===== src/rtl/tk1_spi_flash_pkg.sv =====
// Shared definitions for the SPI flash READ sequencer: state encoding,
// default opcode and the header-byte selector.
package tk1_spi_flash_pkg;

  localparam logic [7:0] READ_CMD_DEFAULT = 8'h03;
  localparam int         HDR_BYTES        = 4;

  typedef enum logic [3:0] {
    ST_IDLE   = 4'd0,
    ST_SEL    = 4'd1,
    ST_LOAD   = 4'd2,
    ST_XSTART = 4'd3,
    ST_WLOW   = 4'd4,
    ST_WHIGH  = 4'd5,
    ST_OUT    = 4'd6,
    ST_DESEL  = 4'd7,
    ST_DONE   = 4'd8
  } state_t;

  // Header is opcode then address MSB first; every later byte is a dummy 00.
  function automatic logic [7:0] hdr_byte(input logic [2:0]  idx,
                                          input logic [7:0]  cmd,
                                          input logic [23:0] a);
    logic [7:0] b;
    case (idx)
      3'd0:    b = cmd;
      3'd1:    b = a[23:16];
      3'd2:    b = a[15:8];
      3'd3:    b = a[7:0];
      default: b = 8'h00;
    endcase
    return b;
  endfunction

endpackage


===== src/rtl/tk1_spi_flash_reader.sv =====
// Drives tk1_spi_master through a full flash READ (select, opcode, 24-bit
// address, N data bytes, deselect) and streams the data bytes out valid/ready.
//
// state  | meaning
// IDLE   | waiting for start
// SEL    | assert chip select
// LOAD   | present next byte to the master
// XSTART | strobe the 8-bit transfer
// WLOW   | let the master drop spi_ready
// WHIGH  | wait for the byte to complete
// OUT    | hold received byte until consumed
// DESEL  | release chip select
// DONE   | completion pulse
module tk1_spi_flash_reader
  import tk1_spi_flash_pkg::*;
#(
  parameter logic [7:0] READ_CMD  = READ_CMD_DEFAULT,
  parameter int         LEN_WIDTH = 16
) (
  input  logic                 clk,
  input  logic                 reset_n,
  input  logic                 start,
  input  logic [23:0]          addr,
  input  logic [LEN_WIDTH-1:0] len,
  input  logic                 abort,
  output logic                 busy,
  output logic                 done,
  output logic                 aborted,
  output logic [7:0]           rd_data,
  output logic                 rd_valid,
  input  logic                 rd_ready,
  output logic                 spi_enable,
  output logic                 spi_enable_vld,
  output logic                 spi_start,
  output logic [7:0]           spi_tx_data,
  output logic                 spi_tx_data_vld,
  input  logic                 spi_ready,
  input  logic [7:0]           spi_rx_data
);

  state_t               state, state_nx;
  logic [23:0]          addr_q;
  logic [LEN_WIDTH-1:0] rem_q;
  logic [2:0]           idx_q;
  logic                 abort_q;
  logic [7:0]           rd_data_q;

  logic in_hdr;
  logic stop_req;
  logic active;

  assign in_hdr   = (idx_q < 3'(HDR_BYTES));
  assign stop_req = abort | abort_q;
  assign active   = (state == ST_SEL)   || (state == ST_LOAD) ||
                    (state == ST_XSTART) || (state == ST_WLOW) ||
                    (state == ST_WHIGH)  || (state == ST_OUT);

  always_ff @(posedge clk or negedge reset_n) begin
    if (!reset_n) state <= ST_IDLE;
    else          state <= state_nx;
  end

  always_comb begin
    state_nx = state;
    case (state)
      ST_IDLE:   if (start) state_nx = (len == '0) ? ST_DONE : ST_SEL;
      ST_SEL:    state_nx = abort ? ST_DESEL : ST_LOAD;
      ST_LOAD:   state_nx = abort ? ST_DESEL : ST_XSTART;
      ST_XSTART: state_nx = ST_WLOW;
      ST_WLOW:   state_nx = ST_WHIGH;
      ST_WHIGH: begin
        // A byte in flight is always allowed to finish before deselecting.
        if (spi_ready) begin
          if (stop_req)    state_nx = ST_DESEL;
          else if (in_hdr) state_nx = ST_LOAD;
          else             state_nx = ST_OUT;
        end
      end
      ST_OUT: begin
        if (abort)         state_nx = ST_DESEL;
        else if (rd_ready) state_nx = (rem_q == LEN_WIDTH'(1)) ? ST_DESEL : ST_LOAD;
      end
      ST_DESEL:  state_nx = ST_DONE;
      ST_DONE:   state_nx = ST_IDLE;
      default:   state_nx = ST_IDLE;
    endcase
  end

  always_ff @(posedge clk or negedge reset_n) begin
    if (!reset_n) begin
      addr_q    <= '0;
      rem_q     <= '0;
      idx_q     <= '0;
      abort_q   <= 1'b0;
      rd_data_q <= '0;
    end else begin
      if (state == ST_IDLE) begin
        abort_q <= 1'b0;
        if (start && (len != '0)) begin
          addr_q <= addr;
          rem_q  <= len;
          idx_q  <= '0;
        end
      end else if (active && abort) begin
        abort_q <= 1'b1;
      end

      if ((state == ST_WHIGH) && spi_ready && !stop_req) begin
        if (in_hdr) idx_q     <= idx_q + 3'd1;
        else        rd_data_q <= spi_rx_data;
      end

      if ((state == ST_OUT) && rd_ready && !abort)
        rem_q <= rem_q - LEN_WIDTH'(1);
    end
  end

  assign busy            = (state != ST_IDLE) && (state != ST_DONE);
  assign done            = (state == ST_DONE);
  assign aborted         = (state == ST_DONE) && abort_q;
  assign rd_valid        = (state == ST_OUT);
  assign rd_data         = rd_data_q;
  assign spi_enable      = active;
  assign spi_enable_vld  = (state == ST_SEL) || (state == ST_DESEL);
  assign spi_start       = (state == ST_XSTART);
  assign spi_tx_data_vld = (state == ST_LOAD);
  assign spi_tx_data     = (state == ST_LOAD) ? hdr_byte(idx_q, READ_CMD, addr_q) : 8'h00;

endmodule


===== config.mk =====
export PLATFORM = sky130hd
export DESIGN_NAME = tk1_spi_flash_reader
export DESIGN_NICKNAME = d
export VERILOG_FILES = /design/src/rtl/tk1_spi_flash_pkg.sv /design/src/rtl/tk1_spi_flash_reader.sv
export SDC_FILE = /design/constraint.sdc
export NUM_CORES = 1
export LEC_CHECK = 0
export ABC_AREA = 1
export BUFFER_PORTS_ARGS = -buffer_cell sky130_fd_sc_hd__buf_2
export CORE_ASPECT_RATIO = 2
export CORE_MARGIN = 1.5
export CORE_UTILIZATION = 54
export DETAILED_ROUTE_END_ITERATION = 8
export GPL_ROUTABILITY_DRIVEN = 0
export GPL_TIMING_DRIVEN = 0
export PLACE_DENSITY = 0.88
export SYNTH_ARGS = -nofsm -noshare
export SYNTH_HDL_FRONTEND = slang
export SYNTH_SLANG_ARGS = --single-unit

===== constraint.sdc =====
create_clock -name clk -period 1.9 [get_ports clk]
set_clock_uncertainty 0.1 [all_clocks]
set_input_delay 0.19 -clock clk [delete_from_list [all_inputs] [get_ports clk]]
set_output_delay 0.19 -clock clk [all_outputs]
set_load 0.1 [all_outputs]

==> results.cfg <==
[timing]
finalHoldViolations = 0
min_period_ns = 1.99
rsz0062_at_grt = yes
finalCritPeriodShare_pct = 105
holdWs_ns = 0.0103
max_freq_mhz = 503
maxSlewHeadroom_pct = 53.5
setup_ws_ns = -0.0864
tightest_slew_ns = 0.697
slew_violations = 0
finalSetupViolations = 7

[power]
p_comb_share_pct = 53.4
power_density_mw_per_mm2 = 1510
switchingPower_mw = 3.27
clockPowerShare_pct = 15.9
swShare_pct = 49.1
seqPwrFrac_pct = 30.7
peakVddDrop_mv = 0.821
p_leak_nw = 2.30
finalPower_mw = 6.66
internal_power_mw = 3.39

[cts]
clock-sinks = 56
h-tree-depth = 2
path_clk_slew_ns = 0.07
clk-insertion-delay-late_ns = 0.30
cts-root-buf = clkbuf_16
numCtsBuffers = 5
clockBufferDepth = 2
cts_tree = built

[route]
vias_per_cell = 5.59
post-route-drc-count = 4
drt_pass1_iterations = 9
drt_wl_total_um = 9180
num_vias = 3505
drt_iter0_drc = 207
routedWlPerCell_um = 14.6
ant_nets = 0

[floorplan]
rows = 40
start_util_pct = 55.4
ios = 78
dieWidth_um = 58.0
fp.dieH_um = 113
core_mm2 = 0.00591
die-area_mm2 = 0.00656

[synthesis]
syn_inst = 463
async_flop_share_pct = 100
ys.flop_type = dfrtp_1
ys_ff_latch = 56
synth_fp_nets = 523
synth_edf_count = 0
ys_warn_count = 0
seq_area_frac_synth_pct = 42.8
avgSynthCellArea_um2 = 7.07
synth_cell_types = 30
synth.cell_area_mm2 = 0.00327

[layout]
drive_gt1_share_pct = 28.5
stdcell_area_mm2 = 0.00442
nets = 623
syn2layout_area_growth_pct = 35.2
multi_input_area_mm2 = 0.00172
fillers = 411
regArea_mm2 = 0.00140
n_antenna_cell = 0

[setup_path]
cpPeakStageDelay_ns = 0.48
cp-start-kind = flop
crit_chain = inv_2 -> ha_4 -> nand2_8 -> o22ai_4 -> a211oi_2 -> nor2_2 -> buf_12
crit_required_ns = 1.61
cp_max_fo = 8
worstSetupEndpointType = output port
rrSetupSlack_ns = 0.15
reg2regPathDepth = 9
crit_arrival_ns = 1.70
cp_slowest_cell = dfrtp_2
path_class = reg -> out

[global_routing]
grt-busiest-layer = met2
grt_pass1_wl_um = 14700
grt-ovfl-total = 0
grtUsageTotal_pct = 28.8
globalRouteMet3Util_pct = 4.23
grtUsageMet1_pct = 35.9
grt_pass1_vias = 3263
grt_max_degree = 57
grt_use_met2_pct = 48.3
grt_antenna_before_repair = 0

[outcome]
violations = DRC, setup timing
status = complete, but fails checks

[place]
dpl_cell_area_mm2 = 0.00380
place_hpwl_um = 5670
portBuffers = 77

[min_path]
hold_path_class = in -> reg
min_path_cells = 3

[job]
maxCapViolCount = 0
-- power by group through the flow --
stage               sequential (mW)  combinational, mW  clock, mW
finish                         2.04               3.56       1.06
floorplan                      2.09               2.38          0
detailed placement             2.01               3.09          0
global placement               2.00               3.01          0
CTS                            2.02               3.37       1.08
global route                   2.10               3.88       1.11
-- registers in the layout (all words and copies together), names as in the netlist --
name and cells:
rem_q 16, state 4, idx_q 3, abort_q 1, rd_data 8, addr_q 24
-- layout make-up --
type	count	share of cell area (%)
buffer	13	2.32
clock buffer	6	2.91
clock inverter	2	0.877
inverter	72	6.42
multi-input combinational	322	39.0
sequential	56	31.7
tap	63	1.78
timing repair buffer	93	15.0
-- critical path, delay by kind of cell (launching register included) --
kind	cells	cell delay, ns
buf+inv	2	0.30
simple gates	2	0.23
flops	1	0.48
fa+ha+maj	1	0.16
compound gates	2	0.22
-- synth_stat cells (2+ instances only) --
master      n  area [um^2]
o21ai_1     6         30.0
a211oi_1    2         15.0
buf_6       3         33.8
o22ai_1     7         43.8
nand4_1     3         18.8
nand2_2     2         12.5
inv_1      69          259
o221ai_1    2         17.5
o21ai_0    30          150
a21oi_1     2         10.0
or2_2       2         12.5
inv_2       3         11.3
nor2_1     56          210
nand3b_1    2         15.0
xor2_1      3         26.3
buf_2       6         30.0
buf_4       2         15.0
clkbuf_1    2         7.51
nand3_1    58          290
nand2_1   131          492
nor2_4      3         33.8
ha_1        6         75.1
dfrtp_1    56         1400
-- metrics by stage --
step	TNS, ns	instances	setup WS [ns]	utilization [%]
floorplan	-2.33	463	-0.262	-
global placement	-0.139	603	-0.0668	64.4
detailed placement	-0.340	603	-0.108	64.4
CTS	-0.165	623	-0.0556	73.3
global route	-0.703	627	-0.145	74.9
finish	-0.312	627	-0.0864	74.9
-- cells in the final DEF, fill, tap and decap left out, types with 2 or more instances in the layout --
cell type and count:
o21ai_2 6, o221ai_1 2, nand3_1 58, nand3b_1 2, a211oi_2 2, xor2_1 3, nand2_1 124, buf_6 3
nand4_1 3, inv_4 4, a21oi_1 2, clkbuf_16 5, nand2_2 4, ha_4 3, o22ai_1 3, buf_2 67
dfrtp_1 54, nand2_4 3, dfrtp_2 2, buf_4 13, or2_2 2, o21ai_1 6, inv_2 11, dlygate4sd3_1 11
ha_1 2, o22ai_2 3, nor2_2 5, clkbuf_4 2, nor2_1 49, buf_12 7, nor2_4 6, o21ai_0 24
nand2_8 2, inv_1 56
-- worst paths after layout --
kind                                           to                    from
setup / recovery                   spi_tx_data[1]      idx_q[1]$_DFF_PN0_
hold / removal              addr_q[4]$_DFFE_PN0P_                 addr[4]
setup reg to reg             rem_q[9]$_DFFE_PN0P_    state[3]$_DFFE_PN0P_
hold reg to reg            rd_data[1]$_DFFE_PN0P_  rd_data[1]$_DFFE_PN0P_
max in group asynchronous      idx_q[0]$_DFF_PN0_                 reset_n
min in group asynchronous  rd_data[0]$_DFFE_PN0P_                 reset_n
-- cell families after synthesis --
logic type,after synthesis,synth area share (%)
DFF,56,42.8
and+or+nand+nor,261,34.3
xor gates and xnor gates,3,0.803
buffers and inverters,85,10.9
adders and majority gates,6,2.29
AOI/OAI and AO/OA,52,8.83
-- timing repair --
| item | 4_1_cts | 5_1_grt |
|---|---|---|
| pin swaps | 7 | 2 |
| gates resized for setup | 71 | 16 |
| hold buffers | 10 | 1 |
| endpoints found under the hold margin | 10 | 56 |
| gates cloned | 0 | 0 |
| endpoints found under the setup margin | 13 | 16 |
| buffers inserted | 2 | 3 |
-- layer usage --
| layer | up-vias | wire, um |
|---|---|---|
| met5 | - | 0 |
| met2 | 180 | 4710 |
| met3 | 32 | 616 |
| li1 | 1652 | - |
| met4 | 0 | 345 |
| met1 | 1641 | 3510 |
(Power assumes the default switching activity.)
